### config.mk
export PLATFORM = sky130hd
export DESIGN_NAME = code_conv_sched
export DESIGN_NICKNAME = d
export VERILOG_FILES = /design/src/rtl/code_conv_pkg.sv /design/src/rtl/code_conv_sched_rr_arbiter.sv /design/src/rtl/code_conv_sched.sv
export SDC_FILE = /design/constraint.sdc
export NUM_CORES = 1
export LEC_CHECK = 0
export CELL_PAD_IN_SITES_DETAIL_PLACEMENT = 1
export CELL_PAD_IN_SITES_GLOBAL_PLACEMENT = 2
export CORE_AREA = 2 2 70 72
export CTS_CLUSTER_DIAMETER = 60
export DETAILED_ROUTE_END_ITERATION = 6
export DIE_AREA = 0 0 72 74
export PLACE_DENSITY_LB_ADDON = 0.1
export SLEW_MARGIN = 20
export SYNTH_ARGS = -nofsm -noshare
export SYNTH_HDL_FRONTEND = slang
export SYNTH_HIERARCHICAL = 1
export SYNTH_SLANG_ARGS = --single-unit
export TNS_END_PERCENT = 50
### constraint.sdc
create_clock -name clk -period 5.08 [get_ports clk]
set_clock_uncertainty 0.15 [all_clocks]
set_input_delay 1.524 -clock clk [delete_from_list [all_inputs] [get_ports clk]]
set_output_delay 1.524 -clock clk [all_outputs]
set_load 0.05 [all_outputs]
### src/rtl/code_conv_pkg.sv
// Shared types and defaults for the binary<->Gray conversion scheduler.
// The optional CODE_CONV_PARITY_EN build adds an out_parity port on code_conv_sched.
package code_conv_pkg;

    typedef enum logic {
        MODE_B2G = 1'b0,
        MODE_G2B = 1'b1
    } conv_mode_e;

    typedef enum logic [1:0] {
        IDLE = 2'd0,
        CONV = 2'd1,
        DONE = 2'd2
    } conv_state_e;

    localparam int DEFAULT_WIDTH = 4;
    localparam int DEFAULT_NREQ  = 4;

endpackage

### src/rtl/code_conv_sched_rr_arbiter.sv
// Combinational round-robin arbiter: grants the first asserted request at or
// after rr_ptr, wrapping around to index 0.
module rr_arbiter #(
    parameter  int NREQ = 4,
    localparam int IDW  = $clog2(NREQ)
) (
    input  logic [NREQ-1:0] req,
    input  logic [IDW-1:0]  rr_ptr,
    output logic [NREQ-1:0] grant,
    output logic [IDW-1:0]  grant_idx,
    output logic            any_grant
);

    logic           hi_found;
    logic [IDW-1:0] hi_idx;
    logic [IDW-1:0] lo_idx;

    // Scanning downward leaves the lowest matching index in each candidate:
    // hi_idx is the first request at/after rr_ptr, lo_idx the wrap-around fallback.
    always_comb begin
        hi_found = 1'b0;
        hi_idx   = '0;
        lo_idx   = '0;
        for (int i = NREQ - 1; i >= 0; i--) begin
            if (req[i]) begin
                lo_idx = IDW'(i);
                if (IDW'(i) >= rr_ptr) begin
                    hi_found = 1'b1;
                    hi_idx   = IDW'(i);
                end
            end
        end
    end

    assign any_grant = |req;
    assign grant_idx = hi_found ? hi_idx : lo_idx;

    always_comb begin
        grant = '0;
        for (int i = 0; i < NREQ; i++) begin
            grant[i] = any_grant && (grant_idx == IDW'(i));
        end
    end

endmodule

### src/rtl/code_conv_sched.sv
// Round-robin scheduled binary<->Gray converter: b2g in one cycle, g2b bit-serial.
// Define CODE_CONV_PARITY_EN to add the registered out_parity output.
module code_conv_sched
    import code_conv_pkg::*;
#(
    parameter  int WIDTH = DEFAULT_WIDTH,
    parameter  int NREQ  = DEFAULT_NREQ,
    localparam int IDW   = $clog2(NREQ)
) (
    input  logic               clk,
    input  logic               rst_n,
    input  logic [NREQ-1:0]    req_valid,
    output logic [NREQ-1:0]    req_ready,
    input  logic [NREQ*WIDTH-1:0] req_data,
    input  logic [NREQ-1:0]    req_mode,
    output logic               out_valid,
    input  logic               out_ready,
    output logic [WIDTH-1:0]   out_data,
    output logic [IDW-1:0]     out_id,
`ifdef CODE_CONV_PARITY_EN
    output logic               out_parity,
`endif
    output logic               out_mode
);

    localparam int CW = $clog2(WIDTH);

    conv_state_e      state, state_nxt;
    conv_mode_e       op_mode;
    conv_mode_e       grant_mode;
    logic [WIDTH-1:0] op;
    logic [WIDTH-1:0] grant_data;
    logic [WIDTH-1:0] data_nxt;
    logic [IDW-1:0]   rr_ptr;
    logic [IDW-1:0]   grant_idx;
    logic [NREQ-1:0]  grant;
    logic             any_grant;
    logic             accept;
    logic [CW-1:0]    cnt;

    rr_arbiter #(.NREQ(NREQ)) u_arb (
        .req       (req_valid),
        .rr_ptr    (rr_ptr),
        .grant     (grant),
        .grant_idx (grant_idx),
        .any_grant (any_grant)
    );

    always_comb begin
        grant_data = '0;
        grant_mode = MODE_B2G;
        for (int i = 0; i < NREQ; i++) begin
            if (grant[i]) begin
                grant_data = req_data[i*WIDTH +: WIDTH];
                grant_mode = conv_mode_e'(req_mode[i]);
            end
        end
    end

    always_ff @(posedge clk or negedge rst_n) begin
        if (!rst_n) begin
            state <= IDLE;
        end else begin
            state <= state_nxt;
        end
    end

    // req_ready is gated by rst_n so no requester sees an accept while reset is held.
    always_comb begin
        state_nxt = state;
        req_ready = '0;
        accept    = 1'b0;
        case (state)
            IDLE: begin
                if (any_grant && rst_n) begin
                    req_ready = grant;
                    accept    = 1'b1;
                    state_nxt = CONV;
                end
            end
            CONV: begin
                if (op_mode == MODE_B2G || cnt == '0) begin
                    state_nxt = DONE;
                end
            end
            DONE: begin
                if (out_ready) begin
                    state_nxt = IDLE;
                end
            end
            default: state_nxt = IDLE;
        endcase
    end

    assign out_valid = (state == DONE);
    assign out_mode  = op_mode;

    // g2b seeds the result MSB on accept, then resolves one lower bit per CONV cycle.
    always_comb begin
        data_nxt = out_data;
        case (state)
            IDLE: begin
                if (accept) begin
                    data_nxt = '0;
                    if (grant_mode == MODE_G2B) begin
                        data_nxt[WIDTH-1] = grant_data[WIDTH-1];
                    end
                end
            end
            CONV: begin
                if (op_mode == MODE_B2G) begin
                    data_nxt = op ^ (op >> 1);
                end else begin
                    data_nxt[cnt] = out_data[cnt + 1'b1] ^ op[cnt];
                end
            end
            default: data_nxt = out_data;
        endcase
    end

    always_ff @(posedge clk or negedge rst_n) begin
        if (!rst_n) begin
            rr_ptr   <= '0;
            op       <= '0;
            op_mode  <= MODE_B2G;
            out_id   <= '0;
            out_data <= '0;
            cnt      <= '0;
        end else begin
            out_data <= data_nxt;
            if (accept) begin
                op      <= grant_data;
                op_mode <= grant_mode;
                out_id  <= grant_idx;
                cnt     <= CW'(WIDTH - 2);
                rr_ptr  <= (grant_idx == IDW'(NREQ - 1)) ? '0 : grant_idx + 1'b1;
            end else if (state == CONV && op_mode == MODE_G2B && cnt != '0) begin
                cnt <= cnt - 1'b1;
            end
        end
    end

`ifdef CODE_CONV_PARITY_EN
    always_ff @(posedge clk or negedge rst_n) begin
        if (!rst_n) begin
            out_parity <= 1'b0;
        end else begin
            out_parity <= ^data_nxt;
        end
    end
`endif

endmodule

# After elaboration in Yosys (flattened, before gate mapping)

Index checks and enable logic that the tools add are counted.

Register bits: 17
Input port bits: 27
Output and inout port bits: 12
Logic and storage cells: 98

Add/sub/neg operators: 3
Magnitude comparators: 7
Equality and inequality tests: 9
Muxes and demuxes: 51
Bitwise logic cells: 3
Reductions and logical operators: 18

Operator list:

| kind                                                                         | count |
|---|---|
| 2-bit 2-to-1 mux                                                             | 19 |
| 4-bit 2-to-1 mux                                                             | 8 |
| 1-bit 2-to-1 mux                                                             | 18 |
| 1-bit logical AND                                                            | 8 |
| 4-bit one-hot mux with 2 select lines                                        | 1 |
| 2-bit == test, second input constant                                         | 3 |
| 2-bit zero test                                                              | 3 |
| 2-bit by 3-bit less-than comparator with 1-bit output, second input constant | 2 |
| 2-bit inequality test, second input constant                                 | 3 |
| 2-bit one-hot mux with 3 select lines                                        | 1 |
| 2-bit nonzero test                                                           | 3 |
| 2-bit by 1-bit adder with 2-bit output, second input constant                | 2 |
| 1-bit binary-select mux with 2-bit select                                    | 2 |
| 4-bit bitwise mux                                                            | 1 |
| 2-bit by 1-bit == test with 1-bit output, second input constant              | 2 |
| 1-bit by 2-bit >= comparator with 1-bit output, first input constant         | 2 |
| 2-bit >= comparator, first input constant                                    | 2 |
| 4-bit OR reduction                                                           | 1 |
| 4-bit by 3-bit bitwise XOR with 4-bit output                                 | 1 |
| 3-bit AND reduction                                                          | 1 |
| 1-bit demux with 2-bit select                                                | 1 |
| 2-bit by 1-bit >= comparator with 1-bit output, second input constant        | 1 |
| 2-bit by 1-bit inequality test with 1-bit output, second input constant      | 1 |
| 2-bit AND reduction                                                          | 1 |
| other kinds (4)                                                              | 4 |

# Depth between registers and ports, before layout

Word-level depth: 19
Depth in mapped cells: 7
Depth with buffers taken out: 7

# Cells and area by module

The synthesis kept the hierarchy.

By module, submodules not included:

| module          | instances | cells an instance | area an instance (um2) | seq. area each (um2) |
|---|---|---|---|---|
| code_conv_sched | 1         | 116               | 1079.8                 | 425.4 |
| rr_arbiter      | 1         | 29                | 167.7                  | 0.0 |

# Worst setup path before layout

Ideal clock, no wire load.

Kind: in2out
Start point: input port req_valid[2]
End point: output port req_ready[2]
Arrival time: 2.673 ns
Required time: 3.406 ns
Path slack: 0.733 ns
Cell stages on the path: 4
Path buffers: 1
Path through: or2b_1 o21ai_0 clkbuf_1 and2_1

Cells in the longest elaborated chain, start to end: 10
Elaborated cells on any way between the ends: 20
Those cells by class: eq/ne: 1; mux: 16; reduce/logical: 3

RTL lines:

| what                                                        | line                             | source |
|---|---|---|
| from (decl)                                                 | code_conv_sched.sv:12            | `input logic [NREQ-1:0] req_valid,` |
| 2-bit 2-to-1 mux / 1-bit 2-to-1 mux (equally long branches) | code_conv_sched_rr_arbiter.sv:25 | `if (req[i]) begin` |
| 2-bit 2-to-1 mux / 1-bit 2-to-1 mux (equally long branches) | code_conv_sched_rr_arbiter.sv:27 | `if (IDW'(i) >= rr_ptr) begin` |
| 2-bit 2-to-1 mux / 1-bit 2-to-1 mux (equally long branches) | code_conv_sched_rr_arbiter.sv:25 |  |
| 2-bit 2-to-1 mux / 1-bit 2-to-1 mux (equally long branches) | code_conv_sched_rr_arbiter.sv:27 |  |
| 2-bit 2-to-1 mux / 1-bit 2-to-1 mux (equally long branches) | code_conv_sched_rr_arbiter.sv:25 |  |
| 2-bit 2-to-1 mux                                            | code_conv_sched_rr_arbiter.sv:36 | `assign grant_idx = hi_found ? hi_idx : lo_idx;` |
| 2-bit == test                                               | code_conv_sched_rr_arbiter.sv:41 | `grant[i] = any_grant && (grant_idx == IDW'(i));` |
| 1-bit logical AND *                                         | code_conv_sched_rr_arbiter.sv:41 |  |
| net grant[2]                                                | code_conv_sched.sv:36            | `logic [NREQ-1:0] grant;` |
| 4-bit 2-to-1 mux *                                          | code_conv_sched.sv:75            | `if (any_grant && rst_n) begin` |
| 4-bit 2-to-1 mux *                                          | code_conv_sched.sv:73            | `case (state)` |
| to (decl)                                                   | code_conv_sched.sv:13            | `output logic [NREQ-1:0] req_ready,` |

The timed path passes the listed nets; every way through them passes the cells marked *.

# Worst setup path in the final report

Start point: input port req_valid[3]
End point: output port req_ready[3]

Elaborated cells on any way between the ends: 25
Those cells by class: eq/ne: 1; mux: 21; reduce/logical: 3

RTL lines:

| what                                        | line                                                    | source |
|---|---|---|
| 4-bit OR reduction *                        | code_conv_sched_rr_arbiter.sv:35                        | `assign any_grant = \|req;` |
| net any_grant                               | code_conv_sched.sv:37                                   | `logic any_grant;` |
| 1-bit logical AND, on equally long branches | code_conv_sched_rr_arbiter.sv:41, code_conv_sched.sv:75 |  |
| 4-bit 2-to-1 mux *                          | code_conv_sched.sv:75                                   |  |
| 4-bit 2-to-1 mux *                          | code_conv_sched.sv:73                                   |  |

Marked as above.

==> impl_metrics.tcl <==
set metrics [dict create \
    wl_per_cell_um 15.5 \
    vias_per_cell 5.21 \
    synth_area_mm2 0.00125 \
    tightest_slew_ns 0.500 \
    setup_viol 0 \
    fin_ws_ns 0.240 \
    cts.clk_slew.worst_paths_ns 0.07 \
    synth_xor_xnor_area_share_pct 2.81 \
    wl_mm 3.70 \
    cts_hold_buf 0 \
    worst_skew_pair.late_latency_ns 0.25 \
    slew_viol_final 0 \
    fillers 548 \
    critPathCaptureType "output pin" \
    antenna_left 0 \
    peakVddDrop_v 0.000126 \
    gr-usage-met2_pct 26.6 \
    cts_htree_levels 1 \
    place.gp.congestion 0.736 \
    worst-setup-path-type "in -> out" \
    use_met1_pct 19.3 \
    hold_class "reg -> reg" \
    std_cell_rows 25 \
    fin_tns_setup_ns 0 \
    finalCritPeriodShare_pct 95.3 \
    fin_crit_ns 4.84 \
    met3_usage_pct 2.30 \
    hpwl_mm 2.91 \
    track_usage_pct 15.1 \
    p_leak_nw 0.769 \
    portBuffers 38 \
    synthCells 145 \
    synthMuxAreaShare_pct 4.21 \
    synth_common_cells "18 x nand2_1, 17 x dfrtp_1, 13 x a21oi_1, 12 x o21ai_0, 10 x nor2_1" \
    multiInputGateArea_um2 758 \
    synth_top_area_share_pct 34.1 \
    syn2layout_area_growth_pct 43.3 \
    io_pins 39 \
    drt_iter0_drc 39 \
    fin_cells 239 \
    drive_above_1_share_pct 8.65 \
    nNetsFinal 218 \
    synth_edf_count 0 \
    start_kind "primary input" \
    final-seq-area_um2 425 \
    p_per_area_mw_per_mm2 530 \
    yosys_warnings 6 \
    pre_cts_ws_ns 0.242 \
    num_vias 1245 \
    cts_tree "yes" \
    grt_pass1_vias 1366 \
    drc_errors 0 \
    ys_seq_area_share_pct 34.1 \
    async_flop_share_pct 100 \
    drt_first_pass_iters 4 \
    fin_total_pwr_uw 948 \
    fp.coreArea_mm2 0.00460 \
    cts_root_buf "clkbuf_8" \
    initial_core_util_pct 27.1 \
    grt_max_degree 19 \
    synthTopCellsByArea "dfrtp_1 34%, nand2_1 5.4%, a21oi_1 5.2%" \
    yosys.area_share.adder_pct 5.02 \
    finish.utilization_pct 38.9 \
    synth_cell_types 37 \
    clockBufferDepth 2 \
    dieArea_mm2 0.00533 \
    arrival_ns 3.17 \
    postCtsSetupBuffers 0 \
    ctsResizeCount 0 \
    worstPathMaxFanout 9 \
    syn_nets 177 \
    outcome "complete, no violations" \
    drv_cap 0 \
    finalHoldViolations 0 \
    syn_avg_cell_area_um2 8.60 \
    grt_overflow 0 \
    grt_antenna_before_repair 0 \
    ys.flop_type "dfrtp_1" \
    yosys.area.top_type "dfrtp_1" \
    ys_seq_elements 17 \
    rsz0062_at_grt "no" \
    synth_top_family_by_area "compound AO/OA/AOI/OAI gates" \
    die_w_um 72 \
    grt_pass1_wl_mm 6.44 \
    dp.cells 235 \
    die_y_um 74 \
    yosysMostFrequentCell "nand2_1" \
    fmax_mhz 207 \
    relSlewSlack_pct 66.5 \
    yosys.area_share.simple_pct 23.1 \
    crit_required_ns 3.41 \
    diodes 0 \
    grt.busiest_layer "met2" \
    cts_buffers 3 \
    synth-compound-area-share_pct 25.7 \
    clkSinkCount 17 \
]
cells by family (layout without fill, tap and decap cells):
group	Yosys count	count (layout)
AND/OR/NAND/NOR	54	54
AO/OA/AOI/OAI	47	47
flip-flops	17	17
buffers and inverters	16	56
adder cells (fa/ha/maj)	5	5
XOR/XNOR	4	4
multiplexers	2	2
sequential cells by signal (all words and copies together), names as in the netlist:
signal	flops
op	4
state	2
out_data	4
out_mode	1
cnt	2
rr_ptr	2
out_id	2
power by group:
| part | switching, mW | internal (mW) | leakage (nW) |
|---|---|---|---|
| combinational | 0.312 | 0.260 | 0.535 |
| sequential | 0.0801 | 0.194 | 0.211 |
| clock | 0.0466 | 0.0557 | 0.0228 |
| total | 0.439 | 0.509 | 0.769 |
layout make-up:
cell class	instances	area share, %
Inverter	9	1.89
Multi-Input combinational cell	112	42.4
Clock buffer	4	2.52
Tap cell	54	3.78
Sequential cell	17	23.8
Timing Repair Buffer	43	25.6
critical path, cell delays in order:
cell and delay, ns:
clkdlybuf4s50_1 0.61, nor2_1 0.10, nand2_1 0.10, nand2_1 0.06
nor3_1 0.22, buf_4 0.22, and2_1 0.19, buf_12 0.15
worst paths after layout:
| check | startpoint | endpoint | slack, ns | cells past startpoint |
|---|---|---|---|---|
| min reg2reg | out_id[1] | out_id[1] | 0.34 | 2 |
| max | req_valid[3] | req_ready[3] | 0.24 | 8 |
| min in group asynchronous | rst_n | rr_ptr[0] | 1.54 | 2 |
| min | out_id[1] | out_id[1] | 0.34 | 2 |
| max in group asynchronous | rst_n | op[3] | 3.04 | 2 |
| max reg2reg | rr_ptr[1] | out_data[3] | 2.86 | 7 |
stage by stage:
stage               hold WS [ns]  instance area, um2
global route               0.373                1790
finish                     0.340                1790
floorplan                  0.319                1250
detailed placement         0.329                1740
global placement           0.316                1740
CTS                        0.345                1790
layout by cell type (no fill, tap or decap), types with 4 or more instances in the layout:
| master | instances |
|---|---|
| o21ai_0 | 12 |
| clkdlybuf4s50_1 | 34 |
| and2_1 | 4 |
| a221o_1 | 5 |
| dfrtp_1 | 17 |
| nand2_1 | 18 |
| nor2b_1 | 4 |
| buf_4 | 5 |
| a21oi_1 | 13 |
| inv_1 | 9 |
| nor3_1 | 4 |
| nor2_1 | 10 |
| buf_12 | 4 |
| ha_1 | 5 |
metal layers:
metal,up-vias,share of wire [%]
met5,-,0
met4,0,1.2
met3,4,5.6
met2,39,46
met1,599,47
li1,603,-
Power figures use the tool's default switching activity.
